## src/rtl/share_encoder.sv

```systemverilog
// Splits each accepted byte into two Boolean shares (data^mask, mask) drawn from an 8-bit LFSR
// and streams them as four 2-bit beats per share, MSB pair first.
module share_encoder #(
    parameter logic [7:0] SEED = 8'hB8
) (
    input  logic       clk,
    input  logic       rst,
    input  logic [7:0] in_data,
    input  logic       in_valid,
    output logic       in_ready,
    input  logic       reseed,
    input  logic [7:0] seed_in,
    output logic [1:0] Aq,
    output logic [1:0] Bq,
    output logic       out_valid,
    input  logic       out_ready,
    output logic       out_last
);

    typedef enum logic {StIdle, StSend} state_t;

    state_t     state_q, state_d;
    logic [1:0] cnt_q, cnt_d;
    logic [7:0] share_a_q, share_b_q;
    logic [7:0] lfsr_q, lfsr_next;
    logic       accept;
    logic       idle;
    logic [1:0] a_beat, b_beat;

    assign idle      = (state_q == StIdle);
    assign in_ready  = idle & ~reseed & ~rst;
    assign accept    = in_valid & in_ready;
    assign lfsr_next = {lfsr_q[6:0], lfsr_q[7] ^ lfsr_q[5] ^ lfsr_q[4] ^ lfsr_q[3]};

    always_comb begin
        state_d = state_q;
        cnt_d   = cnt_q;
        unique case (state_q)
            StIdle: begin
                if (accept) begin
                    state_d = StSend;
                    cnt_d   = 2'd0;
                end
            end
            StSend: begin
                if (out_ready) begin
                    cnt_d = cnt_q + 2'd1;
                    if (cnt_q == 2'd3) begin
                        state_d = StIdle;
                    end
                end
            end
            default: begin
                state_d = StIdle;
                cnt_d   = 2'd0;
            end
        endcase
    end

    always_ff @(posedge clk or posedge rst) begin
        if (rst) begin
            state_q   <= StIdle;
            cnt_q     <= 2'd0;
            share_a_q <= 8'h00;
            share_b_q <= 8'h00;
            lfsr_q    <= SEED;
        end else begin
            state_q <= state_d;
            cnt_q   <= cnt_d;
            if (accept) begin
                share_a_q <= in_data ^ lfsr_q;
                share_b_q <= lfsr_q;
            end
            // Reseed only lands in IDLE; a zero seed would lock the LFSR at zero.
            if (idle && reseed) begin
                lfsr_q <= (seed_in == 8'h00) ? SEED : seed_in;
            end else if (accept) begin
                lfsr_q <= lfsr_next;
            end
        end
    end

    // Each lane selects only from its own share register.
    always_comb begin
        a_beat = 2'd0;
        b_beat = 2'd0;
        unique case (cnt_q)
            2'd0: begin
                a_beat = share_a_q[7:6];
                b_beat = share_b_q[7:6];
            end
            2'd1: begin
                a_beat = share_a_q[5:4];
                b_beat = share_b_q[5:4];
            end
            2'd2: begin
                a_beat = share_a_q[3:2];
                b_beat = share_b_q[3:2];
            end
            2'd3: begin
                a_beat = share_a_q[1:0];
                b_beat = share_b_q[1:0];
            end
            default: begin
                a_beat = 2'd0;
                b_beat = 2'd0;
            end
        endcase
    end

    always_comb begin
        out_valid = (state_q == StSend);
        Aq        = out_valid ? a_beat : 2'd0;
        Bq        = out_valid ? b_beat : 2'd0;
        out_last  = out_valid & (cnt_q == 2'd3);
    end

endmodule
```

## config.mk

```make
export PLATFORM = sky130hd
export DESIGN_NAME = share_encoder
export DESIGN_NICKNAME = d
export VERILOG_FILES = /design/src/rtl/share_encoder.sv
export SDC_FILE = /design/constraint.sdc
export NUM_CORES = 1
export LEC_CHECK = 0
export ABC_AREA = 0
export CORE_ASPECT_RATIO = 0.75
export CORE_MARGIN = 2
export CORE_UTILIZATION = 54
export CTS_CLUSTER_DIAMETER = 100
export CTS_CLUSTER_SIZE = 28
export DETAILED_ROUTE_END_ITERATION = 7
export PLACE_DENSITY_LB_ADDON = 0.12
export SYNTH_ARGS = -nofsm -noshare
export SYNTH_HDL_FRONTEND = slang
export SYNTH_SLANG_ARGS = --single-unit
```

## constraint.sdc

```tcl
create_clock -name clk -period 3.4 [get_ports clk]
set_input_delay 0.68 -clock clk [delete_from_list [all_inputs] [get_ports clk]]
set_output_delay 0.68 -clock clk [all_outputs]
set_load 0.01 [all_outputs]
```

======== Word level (Yosys, flattened, before mapping) ========
Index checks and enable logic that the tools add are counted.
operators by class
  $add $sub $neg .......................... 1
  eq/ne operators ......................... 5
  multiplexer cells ....................... 14
  bitwise gates (word level) .............. 11
  reduce and logical (&&, ||, !) cells .... 5
operators by type and width
  operator                                                         number
  8-bit 2-to-1 mux                                                 3
  2-bit case mux with 4 select lines                               2
  8-bit zero test                                                  1
  2-bit 2-to-1 mux                                                 4
  8-bit XOR                                                        1
  1-bit bitwise AND                                                4
  2-bit == test, second input constant                             2
  2-bit inequality test, second input constant                     2
  2-bit case mux with 2 select lines                               1
  1-bit 2-to-1 mux                                                 3
  1-bit NOT                                                        3
  1-bit XOR                                                        3
  2-bit by 1-bit adder with 2-bit output, second input constant    1
  2-bit by 1-bit == test with 1-bit output, second input constant  1
  2-bit zero test                                                  1
  1-bit case mux with 2 select lines                               1
  2-bit AND reduction                                              1
  2-bit nonzero test                                               1
  1-bit logical AND                                                1
word-level totals
  flip-flop bits (word level) ............. 27
  input bits .............................. 21
  output and inout bits ................... 7
  logic and storage cells ................. 41

======== Longest topological paths before layout ========
  depth after elaboration ................. 6
  depth in mapped cells ................... 5
  mapped depth without buffers ............ 5

======== Worst setup path before layout ========
No wires, ideal clock.
  path type ............................... reg2out
  from .................................... register cnt_q[0]
  to ...................................... output port Aq[0]
  arrival time ............................ 1.213 ns
  required time ........................... 2.720 ns
  setup slack ............................. 1.507 ns
  cell stages (with the launch flop) ...... 6
  buffers on the path ..................... 0
  path through ............................ dfrtp_1 > inv_1 > ha_1 > a222oi_1 > o21ai_0 > and2_1
on the way
  cells in the longest elaborated chain, start to end .. 3
  elaborated cells on any way between the ends .. 6
  those cells by class .................... eq/ne (3); mux (2); reduce/logical (1)
ends and longest elaborated chain
  element                                      RTL line  text
  from (decl)                                  23        logic [1:0] cnt_q, cnt_d;
  from (signal assigned)                       69        cnt_q <= cnt_d;
  2-bit == test, or another cell as far along  87        unique case (cnt_q)
  2-bit case mux with 4 select lines *         87
  2-bit 2-to-1 mux *                           113       Aq = out_valid ? a_beat : 2'd0;
  to (decl)                                    13        output logic [1:0] Aq,
Mark *: on every way between the ends. The rest lies on a longest branch, timed or not.

======== Worst setup path in the final report ========
  from .................................... register cnt_q[0]
  to ...................................... output port Bq[1]
on the way
  cells in the longest elaborated chain, start to end .. 3
  elaborated cells on any way between the ends .. 6
  those cells by class .................... eq/ne (3); mux (2); reduce/logical (1)
ends and longest elaborated chain
  element                                      RTL line  text
  2-bit == test, or another cell as far along  87
  2-bit case mux with 4 select lines *         87
  2-bit 2-to-1 mux *                           114       Bq = out_valid ? b_beat : 2'd0;
  to (decl)                                    14        output logic [1:0] Bq,
Marks and branches as above.

==> run_results.csv <==
group,metric,value,unit
status,run_status,"finished clean",
layout,post_layout_util,0.723,
power_and_ir_drop,cell_internal_pwr,0.000892,W
worst_setup_path,cp.arrival,2.27,ns
power_and_ir_drop,power_frac_clock,0.097,
clock_tree,quantity_of_gates_resized_following_cts,0,
worst_setup_path,path_delay_family,"buffers and inverters",
grt,use_met3,0.0565,
place,gpl.final_weighted_congestion,0.817,
worst_setup_path,critPathBufInv,2,
worst_setup_path,critPathCaptureType,"primary output",
grt,met2_usage,0.338,
timing,totalNegativeSetupSlack,0,ns
power_and_ir_drop,switchingPower,0.000525,W
timing,maxClockFrequency,339,MHz
timing,slew_violations,0,
yosys,synth-warning-count,0,
place,placed_area,1680,sq um
worst_setup_path,critical_path.reg2reg.startpoint,"out_valid",
layout,finish.instance_area,1710,sq um
grt,largest_net_degree_at_the_start_of_global_routing,33,
worst_setup_path,worst-endpoint-required,2.72,ns
layout,nNetsFinal,180,
worst_setup_path,path_cells,"inv_1, ha_1, a222oi_1, o21ai_0, and2_1, clkdlybuf4s50_1",
clock_tree,count_of_clock_tree_sinks,27,
clock_tree,cts_max_path_buffers,2,
timing,rsz_0062_raised_after_global_routing,"false",
worst_setup_path,critical_path.slowest_cell,"sky130_fd_sc_hd__clkdlybuf4s50_1",
place,port-buffer-count,27,
yosys,synth.distinct_cells,31,
grt,grt_most_used_layer,"met2",
clock_tree,cts_hold_buf,0,
grt,grt_util_all_layers,0.210,
power_and_ir_drop,worst_ir_drop_vdd,0.519,mV
clock_tree,cts.clk_slew.worst_paths,0.14,ns
timing,finClkSkew,0.00892,ns
min_path,min_path_type,"reg2reg",
timing,post-route-period-util,0.867,
floorplan,io_pins,28,
route,drt_pre_antenna_iters,4,
layout,num_antenna_cells,0,
power_and_ir_drop,seq_power_share,0.474,
floorplan,fp.coreArea,2360,sq um
floorplan,placementRows,15,
route,wirelength,2840,um
worst_setup_path,worst-setup-path-type,"reg2out",
yosys,synth.net_count,152,
yosys,yosysTopAreaCell,"sky130_fd_sc_hd__dfrtp_1",
timing,post-route-min-period,2.95,ns
clock_tree,clock_tree.htree_level_count,1,
clock_tree,cts_setup_buffers,0,
clock_tree,number_of_cts_inserted_buffers,3,
place,place_hpwl,2110,um
power_and_ir_drop,cellPowerDensity,828,nW/um^2
grt,gr-usage-met1,0.277,
yosys,synth_top_cells_by_area,"sky130_fd_sc_hd__dfrtp_1 41%, sky130_fd_sc_hd__dfstp_2 7.5%, sky130_fd_sc_hd__mux2_2 6.5%",
place,placedCellCount,184,
grt,wire_length_of_the_first_global_routing_pass,4550,um
yosys,synthDominantCellAreaShare,0.413,
floorplan,initial_utilization,0.589,
timing,max_slew_margin,0.335,
layout,layoutNonFillerInstCount,188,
route,routed_wire_length_per_instance,15.1,um
yosys,yosysSeqAreaShare,0.489,
grt,grt_overflow_total,0,
worst_setup_path,worst_setup_path_start_kind,"register",
clock_tree,clock_tree_from_tritoncts,"built",
worst_setup_path,critPathLaunch,"cnt_q[0]",
clock_tree,ctsRootBufferMaster,"sky130_fd_sc_hd__clkbuf_4",
floorplan,die_area,3010,sq um
yosys,syn-mean-instance-area,11.0,sq um
route,vias,1057,
layout,drive_gt1_frac,0.117,
job,max_cap_violations,0,
power_and_ir_drop,power_leakage,0.696,nW
timing,tightestPinTransition,0.996,ns
floorplan,die_h,48.0,um
yosys,synth_area,1390,sq um
timing,setup_viol_count_final,0,
route,post-route-drc-count,0,
clock_tree,insertion_delay,0.33,ns
power_and_ir_drop,fraction_of_power_spent_switching_nets,0.371,
grt,first_global_vias,916,
timing,report.final.hold_viol_count,0,
grt,antenna_violations_before_repair,0,
floorplan,dieWidth,62.6,um
route,detail-route-antenna-nets,0,
min_path,min_delay_src,"share_b_q[5]",
route,first_iter_violations,68,
layout,area_delta_synth_final,22.8,%
yosys,synth.ff_latch_count,27,
power_and_ir_drop,comb_power_share,0.429,
worst_setup_path,worst-path-max-fanout,5,
route,vias_per_cell,5.62,
yosys,synth_cells,127,
worst_setup_path,cpPeakStageDelay,0.47,ns
Yosys cell counts:
| cell type | n |
|---|---|
| sky130_fd_sc_hd__nand2b_1 | 1 |
| sky130_fd_sc_hd__a211oi_1 | 4 |
| sky130_fd_sc_hd__a222oi_1 | 4 |
| sky130_fd_sc_hd__nor3b_1 | 1 |
| sky130_fd_sc_hd__nor4b_4 | 1 |
| sky130_fd_sc_hd__nor2_1 | 8 |
| sky130_fd_sc_hd__a221o_1 | 1 |
| sky130_fd_sc_hd__a21o_1 | 4 |
| sky130_fd_sc_hd__dfrtp_1 | 23 |
| sky130_fd_sc_hd__inv_1 | 3 |
| sky130_fd_sc_hd__xnor2_1 | 10 |
| sky130_fd_sc_hd__clkbuf_1 | 1 |
| sky130_fd_sc_hd__o2bb2ai_1 | 4 |
| sky130_fd_sc_hd__nor4_1 | 2 |
| sky130_fd_sc_hd__nor2b_1 | 1 |
| sky130_fd_sc_hd__buf_4 | 2 |
| sky130_fd_sc_hd__nand3_1 | 1 |
| sky130_fd_sc_hd__buf_2 | 2 |
| sky130_fd_sc_hd__a21oi_1 | 12 |
| sky130_fd_sc_hd__nand2_1 | 7 |
| sky130_fd_sc_hd__and2_1 | 6 |
| sky130_fd_sc_hd__ha_1 | 4 |
| sky130_fd_sc_hd__xor2_1 | 1 |
| sky130_fd_sc_hd__nor2_2 | 1 |
| sky130_fd_sc_hd__nand3b_1 | 1 |
| sky130_fd_sc_hd__a22o_1 | 3 |
| sky130_fd_sc_hd__nor3_1 | 1 |
| sky130_fd_sc_hd__o21ai_0 | 5 |
| sky130_fd_sc_hd__o21ai_1 | 1 |
| sky130_fd_sc_hd__dfstp_2 | 4 |
| sky130_fd_sc_hd__mux2_2 | 8 |
through the flow:
stage / total power (W) / hold WS, ns / setup slack, ns
finish: 0.00142 / 0.525 / 0.453
global route: 0.00152 / 0.549 / 0.295
CTS: 0.00142 / 0.528 / 0.441
detailed placement: 0.00128 / 0.495 / 0.791
global placement: 0.00125 / 0.488 / 0.811
floorplan: 0.00106 / 0.480 / 1.51
power by group through the flow:
stage,Clock (W),Combinational [W],Sequential (W)
after floorplan,0,0.000445,0.000611
after global placement,0,0.000584,0.000666
after detailed placement,0,0.000607,0.000678
after CTS,0.000139,0.000611,0.000670
after global routing,0.000158,0.000670,0.000694
final,0.000137,0.000608,0.000671
cell type report:
type | count | area (sq um)
multi-input cells | 92 | 672
clock buffers | 4 | 26.3
flip-flops and latches | 27 | 681
repair buffers | 28 | 278
fillers | 189 | 654
inverters | 3 | 11.3
well taps | 34 | 42.5
routing by layer:
metal,routed length (um),up-vias
met4,42,0
li1,-,512
met3,183,5
met5,0,-
met1,1290,502
met2,1330,38
cell families after synthesis:
kind of cell             count (synthesis)  synth area share
buffers and inverters                    8            0.0287
AO/OA/AOI/OAI                           38             0.188
multiplexers                             8            0.0647
flip-flops                              27             0.489
XOR/XNOR                                11            0.0692
adder cells (fa/ha/maj)                  4            0.0359
AND/OR/NAND/NOR                         31             0.125
state kept, by name, summed over array words and instances (netlist names):
name and count:
out_valid 1, share_a_q 8, lfsr_q 8, share_b_q 8, cnt_q 2
final timing paths:
kind	endpoint	slack, ns	cells after the start
min in group asynchronous	lfsr_q[0]	1.02	2
worst min-delay path	share_b_q[5]	0.53	1
worst max register to register	lfsr_q[0]	1.49	4
worst max-delay path	Bq[1]	0.45	6
worst min register to register	share_b_q[5]	0.53	1
max in group asynchronous	share_a_q[4]	1.78	2
layout by cell type, fill, tap and decap left out, drive strengths merged, types with 2 or more instances in the layout:
cell           count
clkdlybuf4s50     27
dfrtp             23
a21oi             12
xnor2             10
nor2               9
mux2               8
nand2              7
and2               6
o21ai              6
a21o               4
a211oi             4
o2bb2ai            4
a222oi             4
ha                 4
dfstp              4
clkbuf             4
a22o               3
inv                3
nor4               2
Note: power is estimated with default switching activity, not from simulation.
